`config.mk`:
```
export PLATFORM = sky130hd
export DESIGN_NAME = vga_timing_gen
export DESIGN_NICKNAME = d
export VERILOG_FILES = /design/src/rtl/vga_timing_gen.sv
export SDC_FILE = /design/constraint.sdc
export NUM_CORES = 1
export LEC_CHECK = 0
export ABC_AREA = 1
export CORE_MARGIN = 5
export CORE_UTILIZATION = 40
export CTS_CLUSTER_SIZE = 40
export DETAILED_ROUTE_END_ITERATION = 10
export GPL_ROUTABILITY_DRIVEN = 0
export PLACE_DENSITY = 0.63
export SKIP_LAST_GASP = 1
export SLEW_MARGIN = 20
export SYNTH_ARGS = -nofsm -noshare
export SYNTH_HDL_FRONTEND = slang
export SYNTH_SLANG_ARGS = --single-unit
```
`constraint.sdc`:
```
create_clock -name i_clk -period 2.7 [get_ports i_clk]
set_input_delay 0.27 -clock i_clk [delete_from_list [all_inputs] [get_ports i_clk]]
set_output_delay 0.27 -clock i_clk [all_outputs]
set_load 0.05 [all_outputs]
```
`src/rtl/vga_timing_gen.sv`:
```
// Parametrised VGA timing generator with fully registered position, sync, blanking and strobe outputs.
// Define VGA_TIMING_ADJ_EN to add a runtime active-resolution change with a valid/ready handshake.
module vga_timing_gen #(
   parameter int HRES = 640,
   parameter int HF   = 16,
   parameter int HS   = 96,
   parameter int HB   = 48,
   parameter int VRES = 480,
   parameter int VF   = 10,
   parameter int VS   = 2,
   parameter int VB   = 33,
   parameter int HPOL = 0,
   parameter int VPOL = 0,
   parameter int CW   = 10,
   parameter int FW   = 11
) (
   input  logic          i_clk,
   input  logic          i_reset,
   input  logic          i_pix_en,
   output logic [CW-1:0] o_h,
   output logic [CW-1:0] o_v,
   output logic [FW-1:0] o_frame,
   output logic          o_hsync,
   output logic          o_vsync,
   output logic          o_hblank,
   output logic          o_vblank,
   output logic          o_visible,
   output logic          o_line_start,
   output logic          o_frame_start
`ifdef VGA_TIMING_ADJ_EN
   ,
   input  logic          i_cfg_valid,
   input  logic [CW-1:0] i_cfg_hres,
   input  logic [CW-1:0] i_cfg_vres,
   output logic          o_cfg_ready
`endif
);

   localparam logic          C_HACT   = (HPOL != 0) ? 1'b1 : 1'b0;
   localparam logic          C_VACT   = (VPOL != 0) ? 1'b1 : 1'b0;
   localparam logic [CW-1:0] C_HTAIL  = CW'(HF + HS + HB);
   localparam logic [CW-1:0] C_VTAIL  = CW'(VF + VS + VB);

   logic [CW-1:0] r_h, r_v;
   logic [FW-1:0] r_frame;
   logic          r_hsync, r_vsync, r_hblank, r_vblank, r_visible;
   logic          r_line_start, r_frame_start;

   logic [CW-1:0] w_cur_hres, w_cur_vres, w_nxt_hres, w_nxt_vres;
   logic [CW-1:0] w_h_nxt, w_v_nxt;
   logic          w_h_wrap, w_v_wrap, w_frame_wrap;
   logic          w_hs_on, w_vs_on;

`ifdef VGA_TIMING_ADJ_EN
   logic [CW-1:0] r_cur_hres, r_cur_vres, r_pend_hres, r_pend_vres;
   logic          r_cfg_ready;
   logic          w_apply;

   assign w_cur_hres = r_cur_hres;
   assign w_cur_vres = r_cur_vres;
   // Pending geometry only lands on an enabled frame-wrap step, never on the accept step itself.
   assign w_apply    = i_pix_en && w_frame_wrap && !r_cfg_ready;
   assign w_nxt_hres = w_apply ? r_pend_hres : r_cur_hres;
   assign w_nxt_vres = w_apply ? r_pend_vres : r_cur_vres;
   assign o_cfg_ready = r_cfg_ready;

   always_ff @(posedge i_clk or posedge i_reset) begin
      if (i_reset) begin
         r_cur_hres  <= CW'(HRES);
         r_cur_vres  <= CW'(VRES);
         r_pend_hres <= '0;
         r_pend_vres <= '0;
         r_cfg_ready <= 1'b1;
      end else if (w_apply) begin
         r_cur_hres  <= r_pend_hres;
         r_cur_vres  <= r_pend_vres;
         r_cfg_ready <= 1'b1;
      end else if (i_cfg_valid && r_cfg_ready) begin
         r_pend_hres <= i_cfg_hres;
         r_pend_vres <= i_cfg_vres;
         r_cfg_ready <= 1'b0;
      end
   end
`else
   assign w_cur_hres = CW'(HRES);
   assign w_cur_vres = CW'(VRES);
   assign w_nxt_hres = CW'(HRES);
   assign w_nxt_vres = CW'(VRES);
`endif

   // All-ones also wraps so that an upset counter beyond the last column/line recovers.
   assign w_h_wrap     = (r_h == (w_cur_hres + C_HTAIL - CW'(1))) || (&r_h);
   assign w_v_wrap     = (r_v == (w_cur_vres + C_VTAIL - CW'(1))) || (&r_v);
   assign w_frame_wrap = w_h_wrap && w_v_wrap;
   assign w_h_nxt      = w_h_wrap ? '0 : (r_h + CW'(1));
   assign w_v_nxt      = w_h_wrap ? (w_v_wrap ? '0 : (r_v + CW'(1))) : r_v;

   assign w_hs_on = (w_h_nxt >= (w_nxt_hres + CW'(HF))) && (w_h_nxt < (w_nxt_hres + CW'(HF + HS)));
   assign w_vs_on = (w_v_nxt >= (w_nxt_vres + CW'(VF))) && (w_v_nxt < (w_nxt_vres + CW'(VF + VS)));

   always_ff @(posedge i_clk or posedge i_reset) begin
      if (i_reset) begin
         r_h           <= '0;
         r_v           <= '0;
         r_frame       <= '0;
         r_hsync       <= ~C_HACT;
         r_vsync       <= ~C_VACT;
         r_hblank      <= 1'b0;
         r_vblank      <= 1'b0;
         r_visible     <= 1'b1;
         r_line_start  <= 1'b0;
         r_frame_start <= 1'b0;
      end else if (i_pix_en) begin
         r_h           <= w_h_nxt;
         r_v           <= w_v_nxt;
         r_frame       <= w_frame_wrap ? (r_frame + FW'(1)) : r_frame;
         r_hsync       <= w_hs_on ? C_HACT : ~C_HACT;
         r_vsync       <= w_vs_on ? C_VACT : ~C_VACT;
         r_hblank      <= (w_h_nxt >= w_nxt_hres);
         r_vblank      <= (w_v_nxt >= w_nxt_vres);
         r_visible     <= (w_h_nxt < w_nxt_hres) && (w_v_nxt < w_nxt_vres);
         r_line_start  <= w_h_wrap;
         r_frame_start <= w_frame_wrap;
      end else begin
         r_line_start  <= 1'b0;
         r_frame_start <= 1'b0;
      end
   end

   assign o_h           = r_h;
   assign o_v           = r_v;
   assign o_frame       = r_frame;
   assign o_hsync       = r_hsync;
   assign o_vsync       = r_vsync;
   assign o_hblank      = r_hblank;
   assign o_vblank      = r_vblank;
   assign o_visible     = r_visible;
   assign o_line_start  = r_line_start;
   assign o_frame_start = r_frame_start;

endmodule

```
==> results.toml <==
[status]
status = "complete, no violations"

[yosys]
synth-seq-cells = 38
avgSynthCellArea_um2 = 7.38
synth-edff-count = 0
yosysTopAreaCellShare = 0.380
yosysTopAreaCell = "dfrtp_1"
syn_inst = 312
yosys_warnings = 0
syn_area_mm2 = 0.00230
synth_area_leaders = "dfrtp_1 (38%), nand2_1 (15%), inv_1 (5.9%)"
synth_cell_types = 30
yosysSeqAreaShare = 0.415
ys.flop_type = "dfrtp_1"
syn_nets = 319
synthArstFlopShare = 1.00

[clocking]
cts_made_buffers = 5
ctsResizeCount = 0
cts-root-buf = "clkbuf_8"
cts_hold_buf = 0
tritoncts = "done"
clock_sinks = 38
insertion_delay_ns = 0.29
cts_setup_buffers = 0
h-tree-depth = 2
clk_pin_slew_worst_paths_ns = 0.07
clockBufferDepth = 2

[critical_path]
worstSetupStartpointType = "register"
path_max_fanout = 7
cp-end-kind = "register"
worst_ep_arrival_time_ns = 2.22
crit_required_ns = 2.88
path_class = "register to register"

[sta]
drv_slew = 0
max_freq_ghz = 0.490
setup_viol = 0
fin_tns_setup_ns = 0
fin_skew_ns = 0.00429
whs_ns = 0.397
finalCritPeriodShare = 0.756
slew_headroom = 0.657
worst_slew_pin_slew_ns = 0.512
rsz0062_at_grt = "no"
hold_violations = 0
period_needed_ns = 2.04

[drt]
vias = 2148
wire_per_inst_um = 13.4
routed_wl_um = 5750
routed_via_density = 5.00
drtAntennaViolNets = 0
drtPass1Iterations = 4
drtIter0Drc = 77
drc = 0

[place]
hpwl_um = 4240
dp_cells = 422
place_area_mm2 = 0.00279
portBuffers = 40

[worst_hold_path]
hold_class = "primary input to asynchronous set/reset pin"

[layout]
stdcell_count = 430
final_common_cell = "nand2_1"
drive_gt1_frac = 0.0894
insertedDiodeCount = 0
final_cell_mix = "nand2_1 (90), clkdlybuf4s50_1 (40), inv_1 (36)"
nets = 364
fin_area_mm2 = 0.00288
synthToLayoutAreaGrowth_pct = 25.3

[flow_run]
maxCapViolCount = 0

[grt]
grt_usage = 0.167
grt_max_degree = 39
first_global_vias = 2054
antenna_found_initial = 0
gr-total-overflow = 0
grt_pass1_wl_um = 9900

[floorplanning]
fp.dieH_um = 85.9
pin_count = 41
rows = 27
die_area_mm2 = 0.00737
die_w_um = 85.9
initial_core_util = 0.416
core-area_mm2 = 0.00554

[power_and_ir_drop]
leakage_nw = 1.37
powerDensity_mw_per_mm2 = 742
max-vdd-ir-drop_v = 0.000485
worst max-delay path, cell delays in order, from the launching register on:
cell and delay [ns]:
dfrtp_1 0.45, ha_1 0.23, inv_1 0.06, nor2_2 0.29, nand3b_2 0.15, nand2_2 0.19, nand2_2 0.11, inv_2 0.08
nand2_1 0.08, mux2_4 0.30
cells by family after synthesis:
family	synth area share
buffers and inverters	0.0734
DFF	0.415
muxes	0.00652
xor gates and xnor gates	0.0533
adders and majority gates	0.0217
and+or+nand+nor	0.362
AOI/OAI and AO/OA	0.0685
final cells by class:
class                   count  area, um^2
inverters                  39         146
clock buffers               7        86.3
clock inverters             1        5.00
multi-input cells         230        1180
repair buffers             43         423
flip-flops and latches     38         955
fillers                   543        2660
well taps                  72        90.1
report_power, final:
| group | switching [mW] | total, mW | internal, mW |
|---|---|---|---|
| clock | 0.200 | 0.406 | 0.206 |
| combinational | 0.628 | 0.921 | 0.294 |
| sequential | 0.147 | 0.812 | 0.665 |
Yosys cell counts, types with 5 or more instances:
master and n:
a21oi_1 5, dfrtp_1 35, inv_1 36, nand2_1 90, nand2_2 5, nand3_1 27, nand4_1 8, nor2_1 35
nor3_1 5, o21ai_0 17, xor2_1 11
layer usage:
layer / track usage / routed length (um) / vias up
met3: 0.0384 / 331 / 9
li1: - / - / 1087
met2: 0.272 / 2600 / 61
met1: 0.219 / 2710 / 991
met4: 0.0561 / 112 / 0
met5: 0 / 0 / -
stage by stage:
stage	total power [mW]	setup slack, ns	util
CTS	2.16	0.646	0.521
detailed placement	1.74	0.663	0.504
global placement	1.74	0.680	0.504
global route	2.27	0.466	0.521
floorplan	1.44	0.613	-
finish	2.14	0.660	0.521
path summary, 6_finish.rpt:
check,end,slack [ns],depth (start not counted),from
min in group i_clk,o_vsync$_DFFE_PP1P_,0.49,2,o_vsync$_DFFE_PP1P_
worst min register to register,o_vsync$_DFFE_PP1P_,0.49,2,o_vsync$_DFFE_PP1P_
worst max-delay path,o_frame[7]$_DFFE_PP0P_,0.66,9,o_v[0]$_DFFE_PP0P_
worst min-delay path,o_v[0]$_DFFE_PP0P_,0.40,3,i_reset
worst max register to register,o_frame[7]$_DFFE_PP0P_,0.66,9,o_v[0]$_DFFE_PP0P_
max in group asynchronous,o_hsync$_DFFE_PP1P_,1.94,3,i_reset
registers in the layout, indices dropped and copies added, names as in the netlist:
name           flops
o_vsync            1
o_vblank           1
o_line_start       1
o_v               10
o_hblank           1
o_frame           11
o_hsync            1
o_frame_start      1
o_h               10
o_visible          1
Power figures use the tool's default switching activity.
